File: config.mk
export PLATFORM = sky130hd
export DESIGN_NAME = video_ntsc_encoder
export DESIGN_NICKNAME = d
export VERILOG_FILES = /design/src/rtl/video_ntsc_pkg.sv /design/src/rtl/video_ntsc_sin_lut.sv /design/src/rtl/video_ntsc_encoder.sv
export SDC_FILE = /design/constraint.sdc
export NUM_CORES = 1
export LEC_CHECK = 0
export CAP_MARGIN = 20
export CORE_MARGIN = 1.5
export CORE_UTILIZATION = 50
export CTS_CLUSTER_DIAMETER = 150
export CTS_CLUSTER_SIZE = 16
export DETAILED_ROUTE_END_ITERATION = 6
export GPL_ROUTABILITY_DRIVEN = 0
export PLACE_DENSITY = 0.79
export SLEW_MARGIN = 20
export SYNTH_ARGS = -nofsm -noshare
export SYNTH_HDL_FRONTEND = slang
export SYNTH_HIERARCHICAL = 1
export SYNTH_SLANG_ARGS = --single-unit
File: constraint.sdc
create_clock -name clk -period 1.81 [get_ports clk]
set_input_delay 0.362 -clock clk [delete_from_list [all_inputs] [get_ports clk]]
set_output_delay 0.362 -clock clk [all_outputs]
set_load 0.01 [all_outputs]
File: src/rtl/video_ntsc_pkg.sv
// Shared constants and types for the NTSC composite encoder: subcarrier
// phase increment, DAC reference levels, chroma scaling shift, the 16-entry
// signed sine table and the pipeline control-bit bundle.
package video_ntsc_pkg;

    // round(3.579545 MHz / 25 MHz * 2^24)
    localparam logic [23:0] PHASE_INC = 24'd2402192;

    localparam logic [4:0] LUMA_SYNC   = 5'd0;
    localparam logic [4:0] LUMA_BLANK  = 5'd9;
    localparam logic [3:0] CHROMA_ZERO = 4'd8;

    // Right shift applied to the U*sin + V*cos product sum
    localparam int CHROMA_SHIFT = 5;

    typedef logic signed [3:0] sin_t;

    // round(7 * sin(2*pi*k/16)), k = 0..15
    localparam sin_t SIN_TABLE [0:15] = '{
        4'sd0,  4'sd3,  4'sd5,  4'sd6,  4'sd7,  4'sd6,  4'sd5,  4'sd3,
        4'sd0, -4'sd3, -4'sd5, -4'sd6, -4'sd7, -4'sd6, -4'sd5, -4'sd3
    };

    // Control bits that travel alongside the video data
    typedef struct packed {
        logic active;
        logic burst;
        logic sync_n;
    } ctrl_t;

    localparam ctrl_t CTRL_BLANK = '{active: 1'b0, burst: 1'b0, sync_n: 1'b1};

    // Visible-pixel luma code: blank pedestal plus 1.5 * Y (range 9..31)
    function automatic logic [4:0] active_luma(input logic [3:0] y);
        return LUMA_BLANK + 5'(y) + 5'(y >> 1);
    endfunction

endpackage

File: src/rtl/video_ntsc_sin_lut.sv
// Combinational 16-entry signed sine lookup (amplitude 7). Instantiated once
// for sine and once, with the index advanced a quarter turn, for cosine.
module video_ntsc_sin_lut
    import video_ntsc_pkg::*;
(
    input  logic [3:0] idx,
    output sin_t       value
);

    assign value = SIN_TABLE[idx];

endmodule

File: src/rtl/video_ntsc_encoder.sv
// NTSC composite encoder: 4-bit RGB palette in, 5-bit luma-plus-sync and
// 4-bit chroma DAC codes out, with a fixed three-register pipeline.
//   Stage 1: Y/U/V colour-space conversion, control bits, subcarrier phase.
//   Stage 2: quadrature modulation C = (U*sin + V*cos) >>> 5.
//   Stage 3: sync/active/burst selection into the output registers.
// Build option: define VIDEO_NTSC_CHROMA_EN for the colour build (phase
// accumulator, sine/cosine LUTs, modulator). Without it the chroma output is
// the constant zero level and only the luma/sync path is built.
module video_ntsc_encoder
    import video_ntsc_pkg::*;
(
    input  logic       clk,
    input  logic       rst_n,
    input  logic [3:0] r,
    input  logic [3:0] g,
    input  logic [3:0] b,
    input  logic       active,
    input  logic       color_burst,
    input  logic       sync_n_in,
    output logic [4:0] luma,
    output logic       sync_n,
    output logic [3:0] chroma
);

    // ------------------------------------------------------------------
    // Stage 1 combinational: luminance weighting 77/150/29 out of 256
    // ------------------------------------------------------------------
    logic [11:0] y_sum;
    logic [3:0]  y_calc;
    ctrl_t       ctrl_in;

    assign y_sum   = 12'd77 * 12'(r) + 12'd150 * 12'(g) + 12'd29 * 12'(b);
    assign y_calc  = 4'(y_sum >> 8);
    assign ctrl_in = '{active: active, burst: color_burst, sync_n: sync_n_in};

    logic [3:0] s1_y;
    ctrl_t      s1_ctrl;
    logic [3:0] s2_y;
    ctrl_t      s2_ctrl;

    // Stage 1 register: luma and control bits
    // NOTE: sequential state uses non-blocking assignments so every register
    // samples the values from before the clock edge, independent of order.
    // NOTE: the data registers are reset as well as the control bits; this
    // keeps the outputs free of X straight out of reset at negligible cost.
    always_ff @(posedge clk or negedge rst_n) begin
        if (!rst_n) begin
            s1_y    <= '0;
            s1_ctrl <= CTRL_BLANK;
        end else begin
            s1_y    <= y_calc;
            s1_ctrl <= ctrl_in;
        end
    end

    // Stage 2 register: luma and control bits carried alongside the modulator
    always_ff @(posedge clk or negedge rst_n) begin
        if (!rst_n) begin
            s2_y    <= '0;
            s2_ctrl <= CTRL_BLANK;
        end else begin
            s2_y    <= s1_y;
            s2_ctrl <= s1_ctrl;
        end
    end

    // Stage 3 register: luma level with sync taking priority over picture
    always_ff @(posedge clk or negedge rst_n) begin
        if (!rst_n) begin
            luma   <= LUMA_BLANK;
            sync_n <= 1'b1;
        end else begin
            sync_n <= s2_ctrl.sync_n;
            if (!s2_ctrl.sync_n) begin
                luma <= LUMA_SYNC;
            end else if (s2_ctrl.active) begin
                luma <= active_luma(s2_y);
            end else begin
                luma <= LUMA_BLANK;
            end
        end
    end

`ifdef VIDEO_NTSC_CHROMA_EN

    // ------------------------------------------------------------------
    // Colour path
    // ------------------------------------------------------------------
    logic [23:0]       phase;
    logic signed [4:0] u_calc;
    logic signed [4:0] v_calc;

    assign u_calc = $signed({1'b0, b}) - $signed({1'b0, y_calc});
    assign v_calc = $signed({1'b0, r}) - $signed({1'b0, y_calc});

    logic signed [4:0] s1_u;
    logic signed [4:0] s1_v;
    logic [3:0]        s1_idx;

    // Free-running subcarrier accumulator, wraps mod 2^24
    always_ff @(posedge clk or negedge rst_n) begin
        if (!rst_n) begin
            phase <= '0;
        end else begin
            phase <= phase + PHASE_INC;
        end
    end

    // Stage 1 register: colour differences and the coarse phase index
    always_ff @(posedge clk or negedge rst_n) begin
        if (!rst_n) begin
            s1_u   <= '0;
            s1_v   <= '0;
            s1_idx <= '0;
        end else begin
            s1_u   <= u_calc;
            s1_v   <= v_calc;
            s1_idx <= phase[23:20];
        end
    end

    sin_t sin_val;
    sin_t cos_val;

    video_ntsc_sin_lut u_sin_lut (
        .idx   (s1_idx),
        .value (sin_val)
    );

    video_ntsc_sin_lut u_cos_lut (
        .idx   (4'(s1_idx + 4'd4)),
        .value (cos_val)
    );

    // Products span +/-105 each, so the sum fits comfortably in 10 signed bits
    logic signed [9:0] mix;
    assign mix = 10'(s1_u) * 10'(sin_val) + 10'(s1_v) * 10'(cos_val);

    sin_t s2_c;
    sin_t s2_sin;

    // Stage 2 register: modulated chroma and the sine sample for the burst
    always_ff @(posedge clk or negedge rst_n) begin
        if (!rst_n) begin
            s2_c   <= '0;
            s2_sin <= '0;
        end else begin
            s2_c   <= 4'(mix >>> CHROMA_SHIFT);
            s2_sin <= sin_val;
        end
    end

    logic signed [5:0] chroma_sum;
    logic [3:0]        chroma_next;

    // Stage 3 selection: sync, then picture, then burst, then zero level
    // NOTE: every always_comb output gets a default first so no path can
    // leave it unassigned and infer a latch.
    always_comb begin
        chroma_sum  = 6'sd8 + 6'(s2_c);
        chroma_next = CHROMA_ZERO;
        if (!s2_ctrl.sync_n) begin
            chroma_next = CHROMA_ZERO;
        end else if (s2_ctrl.active) begin
            if (chroma_sum < 6'sd0) begin
                chroma_next = 4'd0;
            end else if (chroma_sum > 6'sd15) begin
                chroma_next = 4'd15;
            end else begin
                chroma_next = chroma_sum[3:0];
            end
        end else if (s2_ctrl.burst) begin
            chroma_next = 4'(6'sd8 - 6'(s2_sin >>> 1));
        end
    end

    // Stage 3 register: chroma output
    always_ff @(posedge clk or negedge rst_n) begin
        if (!rst_n) begin
            chroma <= CHROMA_ZERO;
        end else begin
            chroma <= chroma_next;
        end
    end

`else

    // Monochrome build: no subcarrier, chroma sits at the zero level
    assign chroma = CHROMA_ZERO;

    // The burst flag still travels the pipeline but has no consumer here
    logic unused_burst;
    assign unused_burst = s2_ctrl.burst;

`endif

endmodule

==> run metrics <==
outcome=finished, violations left; failing checks=negative setup slack; final WL=3.929 mm; max incr delay on CP=0.54 ns; Avg Inst Size Synth=approximately 10 µm²; path category of the worst min-delay check=reg -> reg; First-pass DRT Iterations=4; Layout Nets=353; die width=68.55 µm; maximum number of pins on one net before global-route repair=19; Post-route DRC=0; Core Area=between 4000 and 5000 µm²; setup TNS=-9.958 ns; CP top delay family=adder cells; setup violators final=4; worst path cell trace=buf_8 -> ha_4 -> inv_2 -> fa_2 -> inv_2 -> ha_4 -> a21o_1 -> a21oi_2 -> xnor2_1 -> ha_1 -> ha_1 -> inv_1 -> fa_1 -> fa_1 -> inv_1 -> ha_4 -> o21ai_2 -> nor4b_2 -> a221oi_2 -> xnor2_1 -> xnor2_1; CP Data Required Time=about 2.0 ns; Rows=23; Area Growth Syn to Fin=34.60%; Yosys top cell by area=ha_1; maximum clock path buffer count=2; Clock Latency Late Sink=between 0.2 and 0.3 ns; DR WL/cell=about 13 µm; Reg2Reg Setup Slack=0.40 ns; Arr. time, crit path=around 4.6 ns; static leakage=between 1 and 1.5 nW; Vias/cell=about 4.8; post-cts hold buffer count=0; Top FF cell, synth=dfrtp_1; top-count cell post-synth=inv_1; first-pass GRT wire length=6.727 mm; Inst Count DP=between 300 and 400; GRT Resource Usage Total=roughly 20%; Peak Freq=228.4 MHz; vias in the first global route=~1600; IO Count=27; utilization after layout=between 70% and 80%; Finished Layout Cells=roughly 310; top cell type's share of synthesized area=between 20 and 30%; post-synthesis cell type count=29; Slew Viols, Final=0; Crit-path slowest cell=fa_2; EDFF count, synth=0; Min-Delay Path Depth=0; Netlist Area Pre-Place=between 2000 and 2500 µm²; WP depth=21; Hold Fails Final Rpt=0; pre-CTS setup slack=-3.491 ns; critical path class=in -> reg; flop and latch count out of synthesis=18; Initial Util=~53%; post-synthesis sequential area ratio=21.26%; crit start category=primary input; most frequent cells after synthesis=inv_1 (58), ha_1 (48), fa_1 (23), dfrtp_1 (13), xnor2_1 (8); Vert. Die Dim=between 60 and 70 µm; ys async rst share=100.0%; CP bufs+invs=5; cell count after synthesis=approximately 210; Max-cap violations=0; DRT iter0 DRCs=61; IO Port Bufs=21; Final ANT Viol Nets=0; initial antenna violation count=0; H-Tree Depth=1; grt ovf=0; crit-path max FO=3; clock sink count=18; clock root buffer=clkbuf_8; CTS tree=done; Layout Skew=roughly 0.0022 ns; Synth area leaders=ha_1 (28%), fa_1 (21%), dfrtp_1 (15%); DPL Wire Length=3.385 mm; routed via count=between 1500 and 2000; RSZ-0062 raised after global routing=yes; Worst-path clk slew=roughly 0.06 ns; Yosys warnings=6; setup ws final=-2.569 ns; Final Cycle Share=241.9%; Worst setup EP type=flip-flop; post-layout min period=about 4.4 ns; CTS buffer count=3; # diodes=0; total power density per cell area=between 1000 and 1500 nW/µm²; layout cell share with drive strength beyond 1=roughly 29%; hold slack=around 0.35 ns; DIE AREA=4699 µm²; maximum vdd drop=between 0.0008 and 0.0009 V; Reg2Reg Depth=5
[metrics by stage]
step,power (mW),instance area [µm²]
after floorplan,2.538,2203
after global placement,3.196,2649
after detailed placement,3.301,2649
after CTS,3.874,2834
after global routing,4.533,2892
final,4.072,2892
[layer usage]
metal | vias up | wire [µm] | global-route usage (%)
met4 | 0 | 84 | 7.750
met2 | 23 | 2147 | 36.06
met3 | 9 | 77 | 2.110
met1 | 731 | 1619 | 23.01
li1 | 759 | - | -
met5 | - | 0 | 0
[flip-flops by register name, indices dropped and copies added (netlist names)]
register,count
sync_n,1
s2_ctrl,2
s1_ctrl,2
luma,5
s1_y,4
s2_y,4
[cell usage in the layout (no fill, tap or decap), types with 2 or more instances in the layout]
cell type,Yosys,routed
a21boi_0,2,2
a21oi_1,6,3
a21oi_2,0,3
buf_4,4,33
buf_8,0,2
clkbuf_8,0,4
clkdlybuf4s50_1,0,17
conb_1,2,4
dfrtp_1,13,13
dfstp_2,5,5
fa_1,23,22
ha_1,48,35
ha_2,0,2
ha_4,0,11
inv_1,58,52
inv_2,0,6
nand2_1,6,6
nand2b_1,2,2
nand3_1,3,3
nor2_1,5,5
o21ai_0,4,2
o21ai_1,1,2
o21ai_2,1,2
o21bai_1,2,2
xnor2_1,8,6
xnor2_2,0,2
xor2_1,4,4
[logic make-up (layout without fill, tap and decap cells)]
group | after synthesis | in the layout | synth area share, %
fa+ha+maj | 71 | 71 | 49.39
buf+inv | 62 | 116 | 11.53
compound gates | 22 | 22 | 7.804
simple gates | 21 | 21 | 4.776
flops | 18 | 18 | 21.26
xor+xnor | 12 | 12 | 4.892
other cells | 2 | 4 | 0.3496
[timing repair]
action,in CTS,in global routing
pin swaps,18,18
setup buffers,4,2
setup endpoints to repair,4,4
gates resized for setup,35,8
[report_power, final]
group / switching (mW) / leakage (nW) / internal (mW)
Clock: 0.123 / 0.0288 / 0.193
Combinational: 1.48 / 1.22 / 1.65
Sequential: 0.0582 / 0.211 / 0.568
Total: 1.66 / 1.46 / 2.41
[cell type report]
class | count | area, µm²
tap | 50 | 62.56
clock buffer | 4 | 55.05
fill | 280 | 1166
timing repair buffer | 54 | 461.7
inverter | 58 | 217.7
multi-input combinational | 130 | 1638
sequential | 18 | 456.7
[worst paths after layout]
check / start / endpoint
worst max-delay path: g[2] / s1_y[3]
worst min-delay path: s1_y[0] / s2_y[0]
worst max register to register: s2_y[1] / luma[4]
worst min register to register: s1_y[0] / s2_y[0]
max in group asynchronous: rst_n / sync_n
min in group asynchronous: rst_n / luma[1]
Note: power is estimated with default switching activity, not from simulation.
